===== src/rtl/hv_wdg_scan_mc_if.sv =====
// Read channel between the watchdog scanner and the register-access controller.
interface hv_wdg_scan_mc_if #(
   parameter int REG_AW    = 7,
   parameter int REG_DW    = 8,
   parameter int REG_CRC_W = 8
);
   logic                 rd_req;
   logic [REG_AW-1:0]    rd_addr;
   logic                 rd_ack;
   logic [REG_DW-1:0]    rd_data;
   logic [REG_CRC_W-1:0] rd_crc;

   modport master (output rd_req, rd_addr, input rd_ack, rd_data, rd_crc);
   modport slave  (input rd_req, rd_addr, output rd_ack, rd_data, rd_crc);
endinterface


===== src/rtl/hv_wdg_scan_mc.sv =====
// HV watchdog: periodic CRC-checked register scan with retries, failure threshold,
// BIST-triggered single reads and independent one-wire transfer timeout monitors.
module hv_wdg_tmo_ch #(
   parameter int CNT_W = 16
) (
   input  logic             clk,
   input  logic             rst_n,
   input  logic             en,
   input  logic             kick,
   input  logic [CNT_W-1:0] th,
   output logic             err
);
   logic [CNT_W-1:0] cnt, lim;

   assign lim = (th == '0) ? '0 : th - 1'b1;

   always_ff @(posedge clk or negedge rst_n) begin
      if (!rst_n) begin
         cnt <= '0;
         err <= 1'b0;
      end else begin
         if (!en || kick)     cnt <= '0;
         else if (cnt < lim)  cnt <= cnt + 1'b1;
         // err is sticky across disable; only a kick releases it
         if (kick)                   err <= 1'b0;
         else if (en && cnt >= lim)  err <= 1'b1;
      end
   end
endmodule

module hv_wdg_scan_mc #(
   parameter int REG_AW    = 7,
   parameter int REG_DW    = 8,
   parameter int REG_CRC_W = 8,
   parameter int SCAN_NUM  = 17,
   parameter int CNT_W     = 16,
   parameter int ACK_TMO   = 15,
   parameter int RETRY_MAX = 2,
   parameter int TMO_CH    = 2,
   parameter int FAIL_W    = 3
) (
   input  logic                         i_clk,
   input  logic                         i_rst_n,
   input  logic                         i_scan_en,
   input  logic [CNT_W-1:0]             i_scan_intv,
   input  logic [SCAN_NUM*REG_AW-1:0]   i_scan_addr_tbl,
   input  logic [FAIL_W-1:0]            i_fail_th,
   hv_wdg_scan_mc_if.master             rac,
   output logic                         o_crc_err,
   output logic                         o_scan_fault,
   input  logic                         i_fault_clr,
   output logic [$clog2(SCAN_NUM)-1:0]  o_scan_ptr,
   input  logic                         i_bist_req,
   output logic                         o_bist_ack,
   output logic                         o_bist_err,
   input  logic [TMO_CH-1:0]            i_tmo_en,
   input  logic [TMO_CH-1:0]            i_tmo_kick,
   input  logic [TMO_CH*CNT_W-1:0]      i_tmo_th,
   output logic [TMO_CH-1:0]            o_tmo_err
);
   localparam int PTR_W = $clog2(SCAN_NUM);
   localparam int RTY_W = $clog2(RETRY_MAX + 2);
   localparam logic [CNT_W-1:0]     ACK_LIM  = CNT_W'(ACK_TMO - 1);
   localparam logic [REG_CRC_W-1:0] CRC_POLY = REG_CRC_W'(8'h07);

   typedef enum logic [2:0] {S_IDLE, S_WAIT, S_REQ, S_CHK, S_RETRY} state_t;

   // MSB-first CRC, poly x^8+x^2+x+1, zero init, over {1'b1, addr, data}
   function automatic logic [REG_CRC_W-1:0] crc16to8_parallel(input logic [REG_AW+REG_DW:0] d);
      logic [REG_CRC_W-1:0] c;
      c = '0;
      for (int i = REG_AW + REG_DW; i >= 0; i--)
         c = {c[REG_CRC_W-2:0], 1'b0} ^ ((c[REG_CRC_W-1] ^ d[i]) ? CRC_POLY : '0);
      return c;
   endfunction

   state_t              state, state_nx;
   logic [CNT_W-1:0]    intv_cnt, intv_cnt_nx, ack_cnt, ack_cnt_nx, intv_lim;
   logic [RTY_W-1:0]    retry_cnt, retry_nx;
   logic [FAIL_W-1:0]   fail_cnt, fail_nx;
   logic [PTR_W-1:0]    ptr, ptr_nx, ptr_inc;
   logic [REG_AW-1:0]   addr_nx, tbl_addr;
   logic                req_nx, att_fail, att_fail_nx;
   logic                bist_act, bist_act_nx, bist_pend, pend_nx, bist_q, bist_rise;
   logic                crc_err_nx, bist_ack_nx, bist_err_nx, fault_nx;

   assign intv_lim   = (i_scan_intv == '0) ? '0 : i_scan_intv - 1'b1;
   assign tbl_addr   = i_scan_addr_tbl[32'(ptr)*REG_AW +: REG_AW];
   assign ptr_inc    = (ptr == PTR_W'(SCAN_NUM - 1)) ? '0 : ptr + 1'b1;
   assign bist_rise  = i_bist_req & ~bist_q;
   assign o_scan_ptr = ptr;

   always_comb begin
      state_nx    = state;
      intv_cnt_nx = intv_cnt;
      ack_cnt_nx  = ack_cnt;
      retry_nx    = retry_cnt;
      fail_nx     = fail_cnt;
      ptr_nx      = ptr;
      req_nx      = rac.rd_req;
      addr_nx     = rac.rd_addr;
      att_fail_nx = att_fail;
      bist_act_nx = bist_act;
      pend_nx     = bist_pend;
      crc_err_nx  = 1'b0;
      bist_ack_nx = 1'b0;
      bist_err_nx = 1'b0;
      case (state)
         S_IDLE, S_WAIT: begin
            if (bist_rise || bist_pend) begin
               req_nx      = 1'b1;
               addr_nx     = tbl_addr;
               intv_cnt_nx = '0;
               bist_act_nx = 1'b1;
               pend_nx     = 1'b0;
               state_nx    = S_REQ;
            end else if (!i_scan_en) begin
               intv_cnt_nx = '0;
               state_nx    = S_IDLE;
            end else if (state == S_IDLE) begin
               state_nx = S_WAIT;
            end else if (intv_cnt >= intv_lim) begin
               req_nx      = 1'b1;
               addr_nx     = tbl_addr;
               intv_cnt_nx = '0;
               state_nx    = S_REQ;
            end else begin
               intv_cnt_nx = intv_cnt + 1'b1;
            end
         end
         S_REQ: begin
            if (bist_rise) pend_nx = 1'b1;
            if (rac.rd_ack) begin
               req_nx      = 1'b0;
               ack_cnt_nx  = '0;
               att_fail_nx = (rac.rd_crc != crc16to8_parallel({1'b1, rac.rd_addr, rac.rd_data}));
               state_nx    = S_CHK;
            end else if (ack_cnt >= ACK_LIM) begin
               req_nx      = 1'b0;
               ack_cnt_nx  = '0;
               att_fail_nx = 1'b1;
               state_nx    = S_CHK;
            end else begin
               ack_cnt_nx = ack_cnt + 1'b1;
            end
         end
         S_CHK: begin
            if (bist_rise) pend_nx = 1'b1;
            if (att_fail && retry_cnt < RTY_W'(RETRY_MAX)) begin
               crc_err_nx = 1'b1;
               retry_nx   = retry_cnt + 1'b1;
               state_nx   = S_RETRY;
            end else begin
               // entry done: pass clears the run of failures, final fail extends it
               crc_err_nx = att_fail;
               fail_nx    = !att_fail ? '0 : (fail_cnt == '1) ? fail_cnt : fail_cnt + 1'b1;
               retry_nx   = '0;
               ptr_nx     = ptr_inc;
               if (bist_act) begin
                  bist_ack_nx = 1'b1;
                  bist_err_nx = att_fail;
                  bist_act_nx = 1'b0;
               end
               state_nx = i_scan_en ? S_WAIT : S_IDLE;
            end
         end
         S_RETRY: begin
            if (bist_rise) pend_nx = 1'b1;
            req_nx   = 1'b1;
            state_nx = S_REQ;
         end
         default: state_nx = S_IDLE;
      endcase
      if (i_fault_clr) fail_nx = '0;
      fault_nx = i_fault_clr ? 1'b0
               : (o_scan_fault | ((i_fail_th != '0) && (fail_cnt >= i_fail_th)));
   end

   always_ff @(posedge i_clk or negedge i_rst_n) begin
      if (!i_rst_n) begin
         state        <= S_IDLE;
         intv_cnt     <= '0;
         ack_cnt      <= '0;
         retry_cnt    <= '0;
         fail_cnt     <= '0;
         ptr          <= '0;
         rac.rd_req   <= 1'b0;
         rac.rd_addr  <= '0;
         att_fail     <= 1'b0;
         bist_act     <= 1'b0;
         bist_pend    <= 1'b0;
         bist_q       <= 1'b0;
         o_crc_err    <= 1'b0;
         o_bist_ack   <= 1'b0;
         o_bist_err   <= 1'b0;
         o_scan_fault <= 1'b0;
      end else begin
         state        <= state_nx;
         intv_cnt     <= intv_cnt_nx;
         ack_cnt      <= ack_cnt_nx;
         retry_cnt    <= retry_nx;
         fail_cnt     <= fail_nx;
         ptr          <= ptr_nx;
         rac.rd_req   <= req_nx;
         rac.rd_addr  <= addr_nx;
         att_fail     <= att_fail_nx;
         bist_act     <= bist_act_nx;
         bist_pend    <= pend_nx;
         bist_q       <= i_bist_req;
         o_crc_err    <= crc_err_nx;
         o_bist_ack   <= bist_ack_nx;
         o_bist_err   <= bist_err_nx;
         o_scan_fault <= fault_nx;
      end
   end

   for (genvar c = 0; c < TMO_CH; c++) begin : g_tmo
      hv_wdg_tmo_ch #(.CNT_W(CNT_W)) u_ch (
         .clk   (i_clk),
         .rst_n (i_rst_n),
         .en    (i_tmo_en[c]),
         .kick  (i_tmo_kick[c]),
         .th    (i_tmo_th[c*CNT_W +: CNT_W]),
         .err   (o_tmo_err[c])
      );
   end
endmodule


===== src/flat_wrapper.sv =====
// flat-port wrapper written by rule: the top's interface ports become plain ports
module hv_wdg_scan_mc_flat 
#(
   parameter int REG_AW    = 7,
   parameter int REG_DW    = 8,
   parameter int REG_CRC_W = 8,
   parameter int SCAN_NUM  = 17,
   parameter int CNT_W     = 16,
   parameter int ACK_TMO   = 15,
   parameter int RETRY_MAX = 2,
   parameter int TMO_CH    = 2,
   parameter int FAIL_W    = 3
)
  (i_clk, i_rst_n, i_scan_en, i_scan_intv, i_scan_addr_tbl, i_fail_th, o_crc_err, o_scan_fault, i_fault_clr, o_scan_ptr, i_bist_req, o_bist_ack, o_bist_err, i_tmo_en, i_tmo_kick, i_tmo_th, o_tmo_err, rac_rd_req, rac_rd_addr, rac_rd_ack, rac_rd_data, rac_rd_crc);
  hv_wdg_scan_mc_if #(.REG_AW(REG_AW), .REG_DW(REG_DW), .REG_CRC_W(REG_CRC_W)) rac_i ();
  input  logic i_clk;
  input  logic i_rst_n;
  input  logic i_scan_en;
  input  logic [CNT_W-1:0] i_scan_intv;
  input  logic [SCAN_NUM*REG_AW-1:0] i_scan_addr_tbl;
  input  logic [FAIL_W-1:0] i_fail_th;
  output logic o_crc_err;
  output logic o_scan_fault;
  input  logic i_fault_clr;
  output logic [$clog2(SCAN_NUM)-1:0] o_scan_ptr;
  input  logic i_bist_req;
  output logic o_bist_ack;
  output logic o_bist_err;
  input  logic [TMO_CH-1:0] i_tmo_en;
  input  logic [TMO_CH-1:0] i_tmo_kick;
  input  logic [TMO_CH*CNT_W-1:0] i_tmo_th;
  output logic [TMO_CH-1:0] o_tmo_err;
  output wire logic [$bits(rac_i.rd_req)-1:0] rac_rd_req;
  output wire logic [$bits(rac_i.rd_addr)-1:0] rac_rd_addr;
  input wire logic [$bits(rac_i.rd_ack)-1:0] rac_rd_ack;
  input wire logic [$bits(rac_i.rd_data)-1:0] rac_rd_data;
  input wire logic [$bits(rac_i.rd_crc)-1:0] rac_rd_crc;
  assign rac_rd_req = rac_i.rd_req;
  assign rac_rd_addr = rac_i.rd_addr;
  assign rac_i.rd_ack = rac_rd_ack;
  assign rac_i.rd_data = rac_rd_data;
  assign rac_i.rd_crc = rac_rd_crc;
  hv_wdg_scan_mc #(.REG_AW(REG_AW), .REG_DW(REG_DW), .REG_CRC_W(REG_CRC_W), .SCAN_NUM(SCAN_NUM), .CNT_W(CNT_W), .ACK_TMO(ACK_TMO), .RETRY_MAX(RETRY_MAX), .TMO_CH(TMO_CH), .FAIL_W(FAIL_W)) u_core (.i_clk(i_clk), .i_rst_n(i_rst_n), .i_scan_en(i_scan_en), .i_scan_intv(i_scan_intv), .i_scan_addr_tbl(i_scan_addr_tbl), .i_fail_th(i_fail_th), .rac(rac_i), .o_crc_err(o_crc_err), .o_scan_fault(o_scan_fault), .i_fault_clr(i_fault_clr), .o_scan_ptr(o_scan_ptr), .i_bist_req(i_bist_req), .o_bist_ack(o_bist_ack), .o_bist_err(o_bist_err), .i_tmo_en(i_tmo_en), .i_tmo_kick(i_tmo_kick), .i_tmo_th(i_tmo_th), .o_tmo_err(o_tmo_err));
endmodule

===== config.mk =====
export PLATFORM = sky130hd
export DESIGN_NAME = hv_wdg_scan_mc_flat
export DESIGN_NICKNAME = d
export VERILOG_FILES = /design/src/rtl/hv_wdg_scan_mc_if.sv /design/src/rtl/hv_wdg_scan_mc.sv /design/src/flat_wrapper.sv
export SDC_FILE = /design/constraint.sdc
export NUM_CORES = 1
export LEC_CHECK = 0
export BUFFER_PORTS_ARGS = -buffer_cell sky130_fd_sc_hd__buf_2
export CAP_MARGIN = 10
export CORE_MARGIN = 2
export CORE_UTILIZATION = 30
export CTS_BUF_LIST = sky130_fd_sc_hd__clkbuf_8
export DETAILED_ROUTE_END_ITERATION = 6
export GPL_ROUTABILITY_DRIVEN = 0
export PLACE_DENSITY = 0.53
export SYNTH_ARGS = -nofsm -noshare
export SYNTH_HDL_FRONTEND = slang
export SYNTH_SLANG_ARGS = --single-unit
export TNS_END_PERCENT = 1

===== constraint.sdc =====
create_clock -name i_clk -period 2.98 [get_ports i_clk]
set_input_delay 0.447 -clock i_clk [delete_from_list [all_inputs] [get_ports i_clk]]
set_output_delay 0.447 -clock i_clk [all_outputs]
set_load 0.01 [all_outputs]

==> results of run 1 <==
==> placed cells by master (no fill, tap or decap), types with 11 or more instances in the layout <==
cell type,count
nor2_1,74
mux4_2,35
nand2_1,97
nand2b_1,24
buf_6,14
xnor2_1,40
and3_1,16
o21ai_1,12
a21o_1,20
dfrtp_1,94
ha_1,60
buf_2,206
nand3_1,22
nor3_1,16
nand4_1,22
a31oi_1,22
xor2_1,36
inv_1,25
buf_4,128
a21oi_1,44
o21ai_0,18
a21oi_2,11
==> cell type report <==
class	count	area, µm²
sequential	95	2380
fill	2641	15000
inverter	32	120
timing repair buffer	355	2300
clock inverter	7	53.8
clock buffer	9	124
multi-input combinational	726	5730
tap	335	419
==> timing repair <==
action,in CTS,in global routing
pin swaps,47,33
setup buffers,7,4
gates cloned,2,0
setup endpoints to repair,57,60
resized for setup,34,41
==> state kept, by name, summed over array words and instances (netlist names), 2 cells and up <==
name                   cells
u_core.state               3
u_core.rac.rd_addr         7
u_core.intv_cnt           16
u_core.o_scan_ptr          5
u_core.retry_cnt           2
u_core.fail_cnt            3
u_core.g_tmo.u_ch.cnt     32
u_core.g_tmo.u_ch.err      2
u_core.ack_cnt            16
==> through the flow <==
step                      utilization [%]  setup TNS [ns]  instances  setup WS [ns]
after CTS                            41.7           -5.93       1555         -0.219
after floorplan                         -          -22.63        889         -0.493
final                                42.6           -4.24       1559         -0.214
after detailed placement             40.0          -35.16       1530         -0.713
after global placement               40.0          -33.72       1530         -0.664
after global routing                 42.6          -11.75       1559         -0.307
==> power groups by stage <==
stage / registers, mW / logic [mW] / clock network, mW
3_5_place_dp: 1.70 / 2.49 / 0
5_1_grt: 1.70 / 2.84 / 0.893
4_1_cts: 1.67 / 2.58 / 0.846
6_report: 1.67 / 2.55 / 0.812
3_3_place_gp: 1.70 / 2.46 / 0
2_1_floorplan: 1.64 / 1.75 / 0
==> cell usage after synthesis (all sizes together) (5+ instances only) <==
cell type,count
inv,25
or3,15
nor3,24
and2,10
buf,12
nor2b,8
nor4,8
mux4,35
clkbuf,24
ha,64
o21a,5
nand2b,24
a31oi,22
and4,8
mux2,7
o211ai,6
nand4,22
or4,13
dfrtp,95
o21ai,32
xnor2,42
nand3,25
clkinv,7
a21oi,56
o31ai,7
and3,17
a21o,20
nor2,75
mux2i,7
nand2,102
xor2,37
==> logic make-up (layout without fill, tap and decap cells) <==
| logic type | after synthesis | in the layout | synth area share, % |
|---|---|---|---|
| buf+inv | 68 | 403 | 3.38 |
| xor+xnor | 79 | 79 | 8.66 |
| fa+ha+maj | 64 | 64 | 10.0 |
| mux | 49 | 49 | 11.7 |
| compound gates | 173 | 173 | 13.6 |
| simple gates | 361 | 361 | 22.8 |
| flops | 95 | 95 | 29.8 |
==> worst max path at each step <==
stage / endpoint / slack, ns / cells past startpoint
after floorplan: u_core.g_tmo[0].u_ch.cnt[10]$_DFFE_PN0P_ / -0.49 / 14
after CTS: u_core.g_tmo[0].u_ch.cnt[5]$_DFFE_PN0P_ / -0.22 / 18
after global routing: u_core.intv_cnt[4]$_DFFE_PN0P_ / -0.31 / 17
final: u_core.g_tmo[0].u_ch.cnt[8]$_DFFE_PN0P_ / -0.21 / 13
after detailed placement: u_core.intv_cnt[14]$_DFFE_PN0P_ / -0.71 / 15
after global placement: u_core.intv_cnt[0]$_DFFE_PN0P_ / -0.66 / 16
==> worst max-delay path: stages <==
cell     delay, ns
buf_6         0.09
or4_4         0.54
or3_4         0.44
xnor2_4       0.16
nand2_4       0.06
ha_4          0.21
a21o_1        0.17
a21o_1        0.18
a21oi_2       0.15
o21ai_2       0.09
or3_4         0.39
or4_4         0.43
a21oi_2       0.12
==> layer usage <==
layer	share of wire, %	vias up
met5	0	-
met4	2.4	0
met3	4.5	26
met2	53	191
met1	40	3719
li1	-	3921
==> results.ini, run 1 <==
[timing]
relSlewSlack_pct = 56.0
worst_slew_pin_slew_ns = 0.660
fin_ws_ns = -0.214
maxSlewViolCount = 0
period_share_pct = 107
skew_ns = 0.0135
finalSetupViolCount = 49
timing.fmax_mhz = 313
rsz0062_at_grt = yes
fin_crit_ns = 3.19
fin_hold_ws_ns = 0.0725
hold_viol_final = 0

[setup_path]
r2r_cells = 10
startpoint_type = input pin
critPathLaunch = i_tmo_th[11]
r2r_end = u_core.g_tmo[0].u_ch.cnt[13]$_DFFE_PN0P_
worstSetupPathType = input pin to register
rr_startpoint = u_core.g_tmo[0].u_ch.cnt[1]$_DFFE_PN0P_
arrival_ns = 3.50
cp_data_required_time_ns = 3.28
reg2reg_slack_ns = 0.56
worst-path-max-fanout = 10
critPathCaptureType = register

[placed_design]
io_buffers = 214
dpl.hpwl_um = 18200
postPlaceCellArea_mm2 = 0.0105

[power_and_ir_drop]
seq_power_share_pct = 33.1
intPower_mw = 3.11
fin_total_pwr_mw = 5.03
pwr-share-clk_pct = 16.1
comb_power_share_pct = 50.7
power_density_mw_per_mm2 = 453
swShare_pct = 38.2
ir_worst_vdd_uv = 401
p_sw_mw = 1.92
p_leak_nw = 5.34

[status]
status = complete, but fails checks
violations = DRC, setup timing

[synthesis]
syn_area_mm2 = 0.00799
synth_ff_type = dfrtp_1
synth_cells = 889
synth_seq_area_share_pct = 29.8
synthTopCellsByArea = dfrtp_1 (30%), ha_1 (10%), mux4_2 (9.9%)
yosysTopAreaCellShare_pct = 29.8
synthArstFlopShare_pct = 100
synth-edff-count = 0
synth_seq_cells = 95
yosys_warnings = 0
synth_area_leader_cell = dfrtp_1
yosysUniqueCellTypes = 61
synth_fp_nets = 1149
synth_area_per_cell_um2 = 8.98

[global_routing]
antenna_found_initial = 0
globalRouteOverflowTotal = 0
met3_usage_pct = 2.62
grt_use_met2_pct = 31.4
grt_pass1_vias = 7938
top_usage_layer = met2
grt_use_met1_pct = 18.8
grt_pass1_wl_um = 37700
grtUsageTotal_pct = 16.5
grt_start_max_net_pins = 96

[floorplan]
start_util_pct = 30.6
io_pins = 215
dieArea_mm2 = 0.0279
die_x_um = 167
core-area_mm2 = 0.0261
dieHeight_um = 167
rows = 59

[drt]
wl_per_cell_um = 14.6
drt_iter0_drc = 295
vias = 7857
postRouteAntennaNets = 0
viasPerCell = 5.04
drc = 5
dr.pass1.iters = 7
routed_wl_um = 22700

[finish]
postLayoutCellArea_mm2 = 0.0111
antennaDiodeCount = 0
final_nets = 1479
area_delta_synth_final_pct = 39.3
drive_gt1_share_pct = 39.2

[run]
cap_viol_max_count = 0

[clock_tree]
cts_num_sinks = 95
cts-root-buf = clkbuf_8
cts_buffer_depth = 2
numCtsBuffers = 9
clkLatencyLatePin_ns = 0.38
hold_buffers = 0
cts_max_level = 3
cts_tree = yes
cts.clk_slew.worst_paths_ns = 0.10

[worst_hold_path]
min_path_type = input pin to async pin

Note: power is estimated with default switching activity, not from simulation.
==> run 2, diff against run 1 <==
Clock period 2.98 ns to 4 ns, I/O delays scaled along.
==> results.ini, run 2 (same netlist as run 1, synthesis figures left out) <==
[status]
status = complete, but fails checks  ; unchanged
violations = DRC  ; was DRC, setup timing

[setup_path]
worst-path-max-fanout = 8  ; was 10
r2r_cells = 6  ; was 10
worstSetupPathType = input pin to register  ; unchanged
r2r_end = u_core.rac.rd_addr[4]$_DFFE_PN0P_  ; was u_core.g_tmo[0].u_ch.cnt[13]$_DFFE_PN0P_
reg2reg_slack_ns = 1.32  ; was 0.56 ns
arrival_ns = 3.96  ; was 3.50 ns
critPathCaptureType = register  ; unchanged
rr_startpoint = u_core.o_scan_ptr[0]$_DFFE_PN0P_  ; was u_core.g_tmo[0].u_ch.cnt[1]$_DFFE_PN0P_
critPathLaunch = i_tmo_th[1]  ; was i_tmo_th[11]
startpoint_type = input pin  ; unchanged
cp_data_required_time_ns = 4.29  ; was 3.28 ns

[clock_tree]
hold_buffers = 0  ; unchanged
post_cts_buffers = 0  ; was 7
cts_num_sinks = 95  ; unchanged
cts_buffer_depth = 2  ; unchanged
ctsResizeCount = 0  ; was 34
clkLatencyLatePin_ns = 0.38  ; about the same
cts_max_level = 3  ; unchanged
cts-root-buf = clkbuf_8  ; unchanged
cts.clk_slew.worst_paths_ns = 0.10  ; about the same
numCtsBuffers = 9  ; unchanged
cts_tree = yes  ; unchanged

[floorplan]
rows = 59  ; unchanged
core-area_mm2 = 0.0261  ; unchanged
die_x_um = 167  ; unchanged
io_pins = 215  ; unchanged
dieHeight_um = 167  ; unchanged
start_util_pct = 30.6  ; unchanged
dieArea_mm2 = 0.0279  ; unchanged

[finish]
biggestRegsByFlops = u_core.g_tmo.u_ch.cnt x32, u_core.ack_cnt x16, u_core.intv_cnt x16  ; unchanged
drive_gt1_share_pct = 28.7  ; was 39.2%
area_delta_synth_final_pct = 22.8  ; was 39.3%
top_register = u_core.g_tmo.u_ch.cnt  ; unchanged
most-common-layout-cells = buf_2 (213), nand2_1 (102), dfrtp_1 (94), nor2_1 (75), ha_1 (64)  ; was buf_2 (206), buf_4 (128), nand2_1 (97), dfrtp_1 (94), nor2_1 (74)
fin_cells = 1455  ; was 1559
final_common_cell = buf_2  ; unchanged
fillCellCount = 2754  ; was 2641
final_nets = 1375  ; was 1479
antennaDiodeCount = 0  ; unchanged
largest_reg_flops = 32  ; unchanged

[timing]
skew_ns = 0.0127  ; was 0.0135 ns
period_share_pct = 91.6
maxSlewViolCount = 0  ; unchanged
finalSetupViolCount = 0  ; was 49
hold_viol_final = 0  ; unchanged
relSlewSlack_pct = 40.0  ; was 56.0%
worst_slew_pin_slew_ns = 0.900  ; was 0.660 ns
fin_ws_ns = 0.334  ; was -0.214 ns
fin_crit_ns = 3.67
timing.fmax_mhz = 273
rsz0062_at_grt = no  ; was yes

[drt]
wl_per_cell_um = 14.8  ; was 14.6 µm
drc = 6  ; was 5
dr.pass1.iters = 6  ; was 7
drt_iter0_drc = 278  ; was 295
postRouteAntennaNets = 0  ; unchanged
viasPerCell = 5.02  ; was 5.04
vias = 7311  ; was 7857
routed_wl_um = 21500  ; was 22700 µm

[placed_design]
dp_slack_ns = -0.0724  ; was -0.713 ns
dp.cells = 1439  ; was 1530
dpl.hpwl_um = 17700  ; was 18200 µm
io_buffers = 214  ; unchanged

[global_routing]
grtUsageTotal_pct = 15.7  ; was 16.5%
globalRouteOverflowTotal = 0  ; unchanged
grt_pass1_vias = 7334  ; was 7938
antenna_found_initial = 0  ; unchanged
grt_start_max_net_pins = 69  ; was 96
grt_pass1_wl_um = 35800  ; was 37700 µm

[power_and_ir_drop]
ir_worst_vdd_uv = 192  ; was 401 µV
power_density_mw_per_mm2 = 362  ; was 453 mW/mm²
p_leak_nw = 4.70  ; was 5.34 nW

[worst_hold_path]
min_path_type = input pin to async pin  ; unchanged

[run]
cap_viol_max_count = 0  ; unchanged

## run 2: cell types whose count changed in the layout (fill, tap and decap cells not counted), sizes merged
cell / change
clkinvlp: +2
clkbuf: +1
buf: -104
inv: -3
## run 2: layout make-up
cell class	instances	area (µm²)	share of cell area, %
repair buffers	251	1360	13.9
well taps	335	419	4.27
inverters	32	120	1.22
clock buffers	10	138	1.40
multi-input cells	726	5350	54.5
clock inverters	6	45.0	0.459
flip-flops and latches	95	2380	24.2
## run 2: worst max-delay path: stages
cell,delay [ns]
buf_2,0.10
nor3_1,0.24
nand2_1,0.10
nor3_1,0.21
nand2b_1,0.11
or3_1,0.35
xnor2_1,0.15
nand2_1,0.07
ha_1,0.29
a21o_1,0.19
a21o_1,0.18
a21oi_2,0.17
o21ai_2,0.08
or3_1,0.48
or4_1,0.49
a21oi_1,0.15
## run 2: worst max path at each step
stage                                                     endpoint  slack (ns)
after floorplan           u_core.g_tmo[0].u_ch.cnt[14]$_DFFE_PN0P_        0.07
after global placement    u_core.g_tmo[0].u_ch.cnt[14]$_DFFE_PN0P_       -0.03
after detailed placement  u_core.g_tmo[0].u_ch.cnt[12]$_DFFE_PN0P_       -0.07
after CTS                 u_core.g_tmo[0].u_ch.cnt[12]$_DFFE_PN0P_        0.34
after global routing                u_core.intv_cnt[9]$_DFFE_PN0P_        0.09
final                     u_core.g_tmo[0].u_ch.cnt[14]$_DFFE_PN0P_        0.33
## run 2: metrics by stage
stage	power, mW	util [%]	hold WS (ns)	TNS (ns)	area [µm²]
2_1_floorplan	2.52	-	0.304	0	7990
3_3_place_gp	2.99	36.8	0.473	-0.0648	9630
3_5_place_dp	3.01	36.8	0.482	-0.271	9630
4_1_cts	3.63	37.5	0.308	0	9810
5_1_grt	3.87	37.5	0.311	0	9810
6_report	3.55	37.5	0.316	0	9810
## run 2: where the power goes
part | internal [mW] | total [mW] | switching, mW
clock | 0.245 | 0.603 | 0.358
sequential | 1.07 | 1.26 | 0.190
combinational | 0.881 | 1.69 | 0.809
## run 2: per-layer routing
layer	track usage, %	share of wire [%]
met4	4.42	1.9
met3	2.95	4.2
met5	0	0
met1	18.0	41
met2	29.6	53
==> run 3, diff against run 2 <==
Settings changed: CORE_MARGIN 2 to 1.5, PLACE_DENSITY 0.53 to unset, PLACE_DENSITY_LB_ADDON set to 0.15, SLEW_MARGIN set to 10.
==> results.ini, run 3 (same netlist as run 1, synthesis figures left out) <==
[clock_tree]
cts-root-buf = clkbuf_8  ; unchanged
cts_num_sinks = 95  ; unchanged
ctsResizeCount = 0  ; unchanged
cts.clk_slew.worst_paths_ns = 0.13  ; was 0.10 ns
clkLatencyLatePin_ns = 0.39  ; was 0.38 ns
numCtsBuffers = 9  ; unchanged
cts_max_level = 3  ; unchanged
post_cts_buffers = 0  ; unchanged
cts_buffer_depth = 2  ; unchanged
hold_buffers = 0  ; unchanged
cts_tree = yes  ; unchanged

[setup_path]
r2r_cells = 8  ; was 6
arrival_ns = 3.99  ; was 3.96 ns
cp_data_required_time_ns = 4.31  ; was 4.29 ns
path_delay_family = simple AND/OR/NAND/NOR gates  ; unchanged
worst-path-stages = 16  ; unchanged
worstSetupPathType = input pin to register  ; unchanged
max_stage_delay_ns = 0.51  ; was 0.49 ns
critPathSlowestCell = or3_1  ; was or4_1
startpoint_type = input pin  ; unchanged
path_cells = buf_2 > nor3_1 > nand2_1 > nor3_1 > nand2b_1 > or3_1 > xnor2_1 > nand2_1 > ha_1 > a21o_1 > a21o_1 > a21oi_2 > o21ai_2 > or3_1 > or4_1 > a21oi_1  ; unchanged
worst-path-max-fanout = 9  ; was 8
critPathCaptureType = register  ; unchanged
path_buf_inv = 1  ; unchanged

[floorplan]
start_util_pct = 30.7  ; was 30.6%
die_x_um = 166  ; was 167 µm
core-area_mm2 = 0.0261  ; about the same
rows = 59  ; unchanged
dieHeight_um = 166  ; was 167 µm
io_pins = 215  ; unchanged
dieArea_mm2 = 0.0276  ; was 0.0279 mm²

[timing]
finalSetupTns_ns = 0  ; unchanged
finalSetupViolCount = 0  ; unchanged
period_share_pct = 91.8  ; was 91.6%
hold_viol_final = 0  ; unchanged
relSlewSlack_pct = 34.9  ; was 40.0%
skew_ns = 0.0226  ; was 0.0127 ns
fin_ws_ns = 0.327  ; was 0.334 ns
rsz0062_at_grt = no  ; unchanged
maxSlewViolCount = 0  ; unchanged
fin_crit_ns = 3.67  ; about the same
timing.fmax_mhz = 272  ; was 273 MHz
fin_hold_ws_ns = 0.284  ; was 0.316 ns
worst_slew_pin_slew_ns = 0.976  ; was 0.900 ns

[global_routing]
antenna_found_initial = 1  ; was 0
grt_pass1_vias = 7012  ; was 7334
globalRouteOverflowTotal = 0  ; unchanged
grt_pass1_wl_um = 34300  ; was 35800 µm
grtUsageTotal_pct = 15.2  ; was 15.7%
grt_start_max_net_pins = 55  ; was 69

[finish]
final_nets = 1380  ; was 1375
area_delta_synth_final_pct = 23.5  ; was 22.8%
biggestRegsByFlops = u_core.g_tmo.u_ch.cnt x32, u_core.ack_cnt x16, u_core.intv_cnt x16  ; unchanged
most-common-layout-cells = buf_2 (213), nand2_1 (102), dfrtp_1 (94), nor2_1 (75), ha_1 (64)  ; unchanged
final_common_cell = buf_2  ; unchanged
fin_util_pct = 37.9  ; was 37.5%
top_register = u_core.g_tmo.u_ch.cnt  ; unchanged
postLayoutCellArea_mm2 = 0.00987  ; was 0.00981 mm²
drive_gt1_share_pct = 29.0  ; was 28.7%
largest_reg_flops = 32  ; unchanged
antennaDiodeCount = 0  ; unchanged
fin_cells = 1460  ; was 1455

[run]
cap_viol_max_count = 0  ; unchanged

[drt]
top_layer_used = met5  ; was met4
viasPerCell = 4.98  ; was 5.02
routed_wl_um = 20800  ; was 21500 µm
drt_iter0_drc = 336  ; was 278
vias = 7270  ; was 7311
wl_per_cell_um = 14.3  ; was 14.8 µm
dr.pass1.iters = 4  ; was 6
met2_length_um = 10100  ; was 11400 µm
drt-met1-wl_um = 9600  ; was 8760 µm
dr_wl_met3_um = 893  ; was 895 µm
postRouteAntennaNets = 0  ; unchanged
drc = 0  ; was 6

[power_and_ir_drop]
fin_total_pwr_mw = 3.62  ; was 3.55 mW
power_density_mw_per_mm2 = 367  ; was 362 mW/mm²
p_leak_nw = 4.74  ; was 4.70 nW
ir_worst_vdd_uv = 223  ; was 192 µV

[worst_hold_path]
min_path_type = input pin to async pin  ; unchanged

[placed_design]
dp_slack_ns = -0.0981  ; was -0.0724 ns
dp.cells = 1444  ; was 1439
io_buffers = 214  ; unchanged
dpl.hpwl_um = 16800  ; was 17700 µm
postPlaceCellArea_mm2 = 0.00967  ; was 0.00963 mm²

[status]
status = finished, final reports clean  ; was complete, but fails checks

-- run 3: final timing paths --
path / start / slack [ns] / endpoint
setup / recovery: i_tmo_th[1] / 0.33 / u_core.g_tmo[0].u_ch.cnt[12]$_DFFE_PN0P_
hold / removal: i_rst_n / 0.28 / u_core.o_scan_ptr[1]$_DFFE_PN0P_
setup reg to reg: u_core.g_tmo[0].u_ch.cnt[9]$_DFFE_PN0P_ / 1.35 / u_core.g_tmo[0].u_ch.cnt[12]$_DFFE_PN0P_
hold reg to reg: u_core.retry_cnt[0]$_DFFE_PN0P_ / 0.49 / u_core.retry_cnt[0]$_DFFE_PN0P_
max in group asynchronous: i_rst_n / 2.91 / u_core.g_tmo[0].u_ch.cnt[0]$_DFFE_PN0P_
min in group i_clk: i_bist_req / 0.35 / u_core.bist_q$_DFF_PN0_
-- run 3: power breakdown --
part | switching [mW] | internal, mW
Sequential | 0.252 | 1.07
Clock | 0.425 | 0.253
Combinational | 0.735 | 0.883
Total | 1.41 | 2.21
-- run 3: area by class of cell --
| type | count | area, µm² |
|---|---|---|
| inverters | 32 | 120 |
| well taps | 335 | 419 |
| repair buffers | 256 | 1400 |
| fillers | 2761 | 16200 |
| clock inverters | 7 | 78.8 |
| flip-flops and latches | 95 | 2380 |
| clock buffers | 9 | 124 |
| multi-input cells | 726 | 5350 |
-- run 3: layer usage --
metal  up-vias  track usage, %
li1       3717               -
met1      3374            19.8
met2       164            26.0
met3        13            2.50
met4         2            3.80
met5         -               0
